File: src/rtl/game_timer_ctrl_pkg.sv
// Shared definitions for the snake-game round controller: state encodings,
// BCD limits and the two-digit BCD arithmetic helpers.
package game_timer_ctrl_pkg;

   localparam logic [1:0] ST_IDLE  = 2'b00;
   localparam logic [1:0] ST_RUN   = 2'b01;
   localparam logic [1:0] ST_PAUSE = 2'b10;
   localparam logic [1:0] ST_OVER  = 2'b11;

   localparam logic [7:0] BCD_ZERO = 8'h00;
   localparam logic [7:0] BCD_MAX  = 8'h99;

   // Borrow from tens when ones is 0; 0x00 never reaches here in RUN, but clamps anyway.
   function automatic logic [7:0] bcd_dec(input logic [7:0] t);
      logic [7:0] r;
      if (t[3:0] != 4'd0)
         r = {t[7:4], t[3:0] - 4'd1};
      else if (t[7:4] != 4'd0)
         r = {t[7:4] - 4'd1, 4'd9};
      else
         r = BCD_ZERO;
      return r;
   endfunction

   function automatic logic [7:0] bcd_add(input logic [7:0] t, input logic [3:0] b);
      logic [4:0] ones;
      logic [4:0] tens;
      logic [7:0] r;
      ones = {1'b0, t[3:0]} + {1'b0, b};
      tens = {1'b0, t[7:4]};
      if (ones > 5'd9) begin
         ones = ones - 5'd10;
         tens = tens + 5'd1;
      end
      if (tens > 5'd9)
         r = BCD_MAX;
      else
         r = {tens[3:0], ones[3:0]};
      return r;
   endfunction

endpackage

File: src/rtl/game_timer_ctrl_tick_gen.sv
// Prescaler that divides the system clock down to one tick per CLK_HZ cycles.
// Holds its count while en is low so a paused round resumes mid-second.
module tick_gen #(
   parameter int CLK_HZ = 100_000_000
) (
   input  logic clk,
   input  logic rst,
   input  logic en,
   input  logic clr,
   output logic tick
);

   localparam int CW = $clog2(CLK_HZ);
   localparam logic [CW-1:0] TERM = CW'(CLK_HZ - 1);

   logic [CW-1:0] count;

   assign tick = en && (count == TERM);

   always_ff @(posedge clk or posedge rst) begin
      if (rst)
         count <= '0;
      else if (clr)
         count <= '0;
      else if (en)
         count <= tick ? '0 : count + CW'(1);
   end

endmodule

File: src/rtl/game_timer_ctrl.sv
// Round controller: runs the BCD countdown through IDLE/RUN/PAUSE/OVER,
// applies eat bonuses and ends the round on expiry or collision.
module game_timer_ctrl
   import game_timer_ctrl_pkg::*;
#(
   parameter int          CLK_HZ    = 100_000_000,
   parameter logic [7:0]  INIT_BCD  = 8'h60,
   parameter int          BONUS_SEC = 5
) (
   input  logic       clk,
   input  logic       rst,
   input  logic       start,
   input  logic       pause,
   input  logic       eat,
   input  logic       collide,
   output logic [7:0] time_bcd,
   output logic [1:0] state,
   output logic       running,
   output logic       tick_1s,
   output logic       game_over
);

   localparam logic [3:0] BONUS = 4'(BONUS_SEC);

   logic       tick;
   logic       restart;
   logic [1:0] state_nx;
   logic [7:0] time_nx;
   logic [7:0] time_step;
   logic       tick_nx;

   tick_gen #(.CLK_HZ(CLK_HZ)) u_tick_gen (
      .clk  (clk),
      .rst  (rst),
      .en   (state == ST_RUN),
      .clr  (restart),
      .tick (tick)
   );

   // In RUN the decrement happens before the bonus so 0x01 plus eat lands on 0x05,
   // and only a tick that leaves zero on the clock ends the round.
   always_comb begin
      state_nx  = state;
      time_nx   = time_bcd;
      time_step = time_bcd;
      tick_nx   = 1'b0;
      restart   = 1'b0;
      case (state)
         ST_IDLE, ST_OVER: begin
            if (start) begin
               state_nx = ST_RUN;
               time_nx  = INIT_BCD;
               restart  = 1'b1;
            end
         end
         ST_RUN: begin
            if (collide) begin
               state_nx = ST_OVER;
            end else begin
               if (tick)
                  time_step = bcd_dec(time_step);
               if (eat)
                  time_step = bcd_add(time_step, BONUS);
               time_nx = time_step;
               tick_nx = tick;
               if (tick && (time_step == BCD_ZERO))
                  state_nx = ST_OVER;
               else if (pause)
                  state_nx = ST_PAUSE;
            end
         end
         default: begin
            if (collide)
               state_nx = ST_OVER;
            else if (pause)
               state_nx = ST_RUN;
         end
      endcase
   end

   always_ff @(posedge clk or posedge rst) begin
      if (rst) begin
         state     <= ST_IDLE;
         time_bcd  <= INIT_BCD;
         running   <= 1'b0;
         tick_1s   <= 1'b0;
         game_over <= 1'b0;
      end else begin
         state     <= state_nx;
         time_bcd  <= time_nx;
         running   <= (state_nx == ST_RUN);
         tick_1s   <= tick_nx;
         game_over <= (state_nx == ST_OVER);
      end
   end

endmodule
File: config.mk
export PLATFORM = sky130hd
export DESIGN_NAME = game_timer_ctrl
export DESIGN_NICKNAME = d
export VERILOG_FILES = /design/src/rtl/game_timer_ctrl_pkg.sv /design/src/rtl/game_timer_ctrl_tick_gen.sv /design/src/rtl/game_timer_ctrl.sv
export SDC_FILE = /design/constraint.sdc
export NUM_CORES = 1
export LEC_CHECK = 0
export CORE_MARGIN = 2
export CORE_UTILIZATION = 40
export CTS_CLUSTER_DIAMETER = 80
export CTS_CLUSTER_SIZE = 25
export DETAILED_ROUTE_END_ITERATION = 10
export PLACE_DENSITY = 0.58
export SLEW_MARGIN = 15
export SYNTH_ARGS = -nofsm -noshare
export SYNTH_HDL_FRONTEND = slang
export SYNTH_SLANG_ARGS = --single-unit
File: constraint.sdc
create_clock -name clk -period 11.26 [get_ports clk]
set_input_delay 1.126 -clock clk [delete_from_list [all_inputs] [get_ports clk]]
set_output_delay 1.126 -clock clk [all_outputs]
set_load 0.02 [all_outputs]
==> run summary, run 1 <==
Syn nets = 355
Leading cell type in the layout, fill and taps excluded = nor2_1
Hold Fails Final Rpt = 0
Maximum fanout along the worst path = 13
Synth area leader = dfrtp_1
WL/cell = 16.19 microns
RSZ-0062 raised after global routing = no
Crit path required time = 11.48 ns
GPL Wtd Cong = 0.9664
Max Root-Sink Buffers = 2
Cells after Synth = 340
CP max stage cell = ha_1
Worst path arrival time = 4.59 ns
Area Growth Syn to Fin = 12.49%
Post-cts resize count = 0
Post-layout net count = 369
Post-synth EDFFs = 0
Crit end category = register
Startpoint Class = register
Final setup viols = 0
Core Region = 7137 sq um
Ys flop type = dfrtp_1
Placed cells = 446
Die Area = 7958 sq um
VDD IR max = 0.1037 mV
Part of the cycle the worst path needs = 0.3878
Detail Placement HPWL = 5.485 mm
Status = finished, final reports clean
Io pins = 19
Share of cells above drive strength 1 = 0.08169
# fillers = 702
PnR Total Power = 574.8 uW
Max Cap Viol = 0
Hold WC Path Type = register to register
CP Cell Sequence = inv_1 -> ha_1 -> and4b_1 -> nand4_4 -> nor2_1 -> mux2i_1 -> inv_1 -> ha_1 -> or3_1 -> a31oi_1 -> nand4b_1 -> a21oi_1 -> a22oi_1 -> o22ai_1 -> a41o_1 -> a211oi_2
I/O Buffers = 18
Yosys warnings = 0
Global-route wire length before repair = 12.45 mm
Post-synthesis cell area = 2904 sq um
Minimum clock period = 4.367 ns
# rows = 31
Initial antenna violation count = 0
Least-Margin Pin Slew = 0.8938 ns
Root Buffer = clkbuf_8
CTS Buf Count = 5
Leakage = 0.001392 uW
Peak Freq = 229.0 MHz
DR vias = 2676
Most frequent cells in the layout = nor2_1 (42), dfrtp_1 (38), nand2_1 (30), o21ai_0 (23), clkdlybuf4s50_1 (18)
Global Route Usage Sum = 0.2019
Netlist cell types = 72
Vias per cell = 5.894
Number of global-route vias before repair = 2474
Relative slew slack = 0.4041
Kind of critical path = register to register
Die W = 89.21 microns
Worst skew pair latency = 0.30 ns
Post-route insts no fill = 454
Top-area cell type share of the netlist area = 0.3274
DRT antenna net count = 0
CTS tree = done
Largest net degree at the start of global routing = 41
H-Tree Level Count = 2
Hold buffers post-CTS = 0
Die Ht = 89.21 microns
Antenna diodes = 0
Post-CTS Setup Bufs = 0
Starting density of the core = 0.4069
Seq/Total Area, Yosys = 0.3455
Area contributors post-synth = dfrtp_1 (33%), nor2_1 (5.4%), xor2_1 (4.5%)
Total routed wirelength = 7.349 mm
Crit path largest cell delay = 0.42 ns
Power Density = 176.0 nW/um^2
Ys async rst share = 1.000
Pins Over Slew Limit = 0
Setup TNS = 0 ns
Drt pass-1 iters = 5
CTS sink cnt = 40
Starting DRT DRC Count = 122
DRC = 0
Syn_area_per_cell = 8.541 sq um
Clock Skew = 0.01158 ns
Synthesized flop and latch total = 40
GRT overflow = 0
CTS clk-pin slew, worst paths = 0.09 ns
[stage by stage]
stage | worst slack, ns | area [sq um] | utilization | hold slack [ns]
after global placement | 6.971 | 3156 | 0.4421 | 0.4703
after CTS | 6.947 | 3267 | 0.4577 | 0.4908
after detailed placement | 6.961 | 3156 | 0.4421 | 0.4789
after floorplan | 7.530 | 2904 | - | 0.4383
after global routing | 6.524 | 3267 | 0.4577 | 0.5128
final | 6.893 | 3267 | 0.4577 | 0.4877
[flip-flops by register name, indices dropped and copies added, names as in the netlist]
name	cells
state	2
u_tick_gen.count	27
game_over	1
tick_1s	1
running	1
time_bcd	8
[per-layer routing]
| metal | part of all wire | track usage | wire length, microns |
|---|---|---|---|
| met1 | 0.46 | 0.2819 | 3407 |
| met4 | 0.019 | 0.07056 | 140 |
| met2 | 0.47 | 0.3165 | 3446 |
| met3 | 0.048 | 0.03416 | 355 |
| met5 | 0 | 0 | 0 |
[cells by family (layout without fill, tap and decap cells)]
family                     count (synthesis)  after routing  synth area share
AOI/OAI and AO/OA                         89             89            0.2115
xor gates and xnor gates                  20             20           0.06032
adders and majority gates                  9              9           0.03878
buffers and inverters                     28             43           0.04136
DFF                                       40             40            0.3455
muxes                                      3              3           0.01077
and+or+nand+nor                          151            151            0.2917
[layout make-up]
| cell class | count | area [sq um] | area share |
|---|---|---|---|
| Clock inverter | 3 | 42.54 | 0.01302 |
| Timing Repair Buffer | 19 | 187.7 | 0.05745 |
| Multi-Input combinational cell | 272 | 1780 | 0.5450 |
| Inverter | 16 | 60.06 | 0.01838 |
| Tap cell | 99 | 123.9 | 0.03792 |
| Sequential cell | 40 | 1003 | 0.3072 |
| Clock buffer | 5 | 68.82 | 0.02106 |
[worst max-delay path, delay by kind of cell, from the launching register on]
family	cells	cell delay, ns
simple gates	5	1.37
buf+inv	2	0.18
mux	1	0.38
flops	1	0.40
fa+ha+maj	2	0.78
compound gates	6	1.18
[power by group]
part	internal (uW)	switching (uW)	total (uW)	leakage (uW)
Clock	65.6	54.3	120	0.0000541
Sequential	160	17.8	178	0.000543
Combinational	100	176	277	0.000795
[path summary, 6_finish.rpt]
kind                                         to  cells after the start                 start  slack (ns)
max in group asynchronous  u_tick_gen.count[19]                      3                   rst        9.63
max                                     running                     16              state[1]        6.89
max reg2reg                             running                     16              state[1]        6.89
min in group asynchronous           time_bcd[4]                      3                   rst        1.26
min                        u_tick_gen.count[23]                      1  u_tick_gen.count[23]        0.49
min reg2reg                u_tick_gen.count[23]                      1  u_tick_gen.count[23]        0.49
[cells in the mapped netlist (3+ instances only)]
| cell | instances |
|---|---|
| ha_1 | 9 |
| nand3_1 | 15 |
| nand4b_1 | 3 |
| nor3b_1 | 3 |
| nor4_1 | 4 |
| clkbuf_1 | 7 |
| and2_1 | 4 |
| o22ai_1 | 4 |
| nand2_1 | 30 |
| a21oi_1 | 17 |
| nand4_1 | 10 |
| nor2_1 | 42 |
| xor2_1 | 15 |
| inv_1 | 16 |
| dfrtp_1 | 38 |
| nor3_1 | 8 |
| buf_2 | 3 |
| a41oi_1 | 3 |
| a31oi_1 | 4 |
| and4_1 | 6 |
| xnor2_1 | 5 |
| a21boi_0 | 3 |
| o21ai_0 | 23 |
| o31ai_1 | 4 |
| a211oi_1 | 3 |
| or3_1 | 4 |
Note: power is estimated with default switching activity, not from simulation.
==> run 2: changes to the inputs <==
- PLACE_DENSITY: 0.58 -> 0.6
- clock period: 11.26 -> 3.9 ns (I/O delays scaled with it)
==> run summary, run 2 (same netlist as run 1, synthesis figures left out) <==
Status = finished, final reports clean
DR vias = 2739
Clock Skew = 0.007425 ns
Leading cell type in the layout, fill and taps excluded = nor2_1
Minimum clock period = 3.765 ns
H-Tree Level Count = 2
Global-route wire length before repair = 12.65 mm
Post-place setup slack = -0.02455 ns
Post-layout net count = 391
Internal = 970.5 uW
CTS Buf Count = 5
Root Buffer = clkbuf_8
GPL Wtd Cong = 0.9430
VDD IR max = 0.3666 mV
Kind of critical path = register to register
Hold slack = 0.5029 ns
WL/cell = 16.26 microns
Startpoint Class = register
Max Cap Viol = 0
Die W = 89.21 microns
Length in cells of the worst reg-to-reg path = 18
Core Region = 7137 sq um
Detail Placement HPWL = 5.773 mm
Crit path required time = 4.11 ns
Leakage = 0.001516 uW
Top Registers = u_tick_gen.count: 27 flops, time_bcd: 8 flops, state: 2 flops
GRT overflow = 0
Setup TNS = 0 ns
DRT antenna net count = 0
Sw Share = 0.4378
Relative slew slack = 0.4047
Io pins = 19
Worst skew pair latency = 0.30 ns
Drt pass-1 iters = 4
Crit end category = register
Largest net degree at the start of global routing = 22
# fillers = 734
Area Growth Syn to Fin = 20.81%
Maximum fanout along the worst path = 5
Hold buffers post-CTS = 0
Part of the power in the clock network = 0.176
Vias per cell = 5.754
I/O Buffers = 18
Starting density of the core = 0.4069
Placed cells = 461
Initial antenna violation count = 0
CTS tree = done
Global Route Usage Sum = 0.2050
Post-route insts no fill = 476
Starting DRT DRC Count = 163
Total routed wirelength = 7.741 mm
Worst setup margin = 0.1349 ns
Die Ht = 89.21 microns
Most frequent cells in the layout = nor2_1 (40), dfrtp_1 (38), nand2_1 (30), buf_4 (23), o21ai_0 (22)
Die Area = 7958 sq um
Hold Fails Final Rpt = 0
Least-Margin Pin Slew = 0.8891 ns
# rows = 31
Antenna diodes = 0
Multi-input gate area = 1872 sq um
Combinational power share = 0.527
Pins Over Slew Limit = 0
Reg with most FFs = u_tick_gen.count
CTS clk-pin slew, worst paths = 0.09 ns
Power Density = 492.1 nW/um^2
PnR Total Power = 1726 uW
Share of cells above drive strength 1 = 0.1751
Switching power = 755.8 uW
CTS sink cnt = 40
Worst path arrival time = 3.98 ns
Final setup viols = 0
Flop pwr share = 0.297
Max reg flops = 27
Hold depth = 1
DRC = 0
Peak Freq = 265.6 MHz
Max Root-Sink Buffers = 2
Register Area = 1003 sq um
Hold WC Path Type = register to register
Number of global-route vias before repair = 2509
Part of the cycle the worst path needs = 0.9654
## run 2: cell types whose count changed in the layout (fill, tap and decap cells not counted), moves of 2 or more
| cell | before | now |
|---|---|---|
| buf_4 | 1 | 23 |
| nor2_1 | 42 | 40 |
| and4b_2 | 0 | 2 |
| and4b_1 | 2 | 0 |
## run 2: area by class of cell
class                      instances  share of cell area
clock buffer                       6             0.02354
clock inverter                     2            0.003923
inverter                          16             0.01712
multi-input combinational        272              0.5335
sequential                        40              0.2860
tap                               99             0.03531
timing repair buffer              41              0.1006
## run 2: what timing repair did
action,4_1_cts,5_1_grt
buffers inserted,1,6
pin swaps,0,8
setup endpoints to repair,4,7
gates resized for setup,1,21
## run 2: worst max-delay path, stage by stage (launching register included)
cell	delay [ns]
dfrtp_1	0.41
inv_1	0.11
ha_1	0.19
and4b_2	0.29
nand4_4	0.13
buf_4	0.18
nor2_2	0.14
mux2i_1	0.27
inv_1	0.07
ha_1	0.29
buf_4	0.14
nor3_1	0.05
nand4_1	0.08
nand4b_1	0.14
a21oi_1	0.24
a2bb2oi_2	0.20
and4b_2	0.28
a41o_1	0.26
a211oi_2	0.20
## run 2: metal layers
layer	share of wire	up-vias	global-route usage
li1	-	1334	-
met1	0.47	1327	0.2922
met2	0.48	67	0.3232
met3	0.041	11	0.03232
met4	0.0096	0	0.05699
met5	0	-	0
## run 2: per-stage QoR
| step | area, sq um | util |
|---|---|---|
| 6_report | 3508 | 0.4916 |
| 5_1_grt | 3508 | 0.4916 |
| 4_1_cts | 3372 | 0.4725 |
| 3_5_place_dp | 3268 | 0.4579 |
| 3_3_place_gp | 3268 | 0.4579 |
| 2_1_floorplan | 2904 | - |
## run 2: final timing paths
kind,start,to,slack [ns]
max in group asynchronous,rst,time_bcd[5],2.54
max,state[1],running,0.13
min reg2reg,u_tick_gen.count[23],u_tick_gen.count[23],0.50
max reg2reg,state[1],running,0.13
min,u_tick_gen.count[23],u_tick_gen.count[23],0.50
min in group asynchronous,rst,u_tick_gen.count[22],0.52
## run 2: power groups by stage
stage	sequential [uW]	combinational [uW]	clock [uW]
detailed placement	522	863	0
global placement	520	861	0
CTS	514	868	319
floorplan	549	542	0
global route	521	1020	337
finish	513	910	304
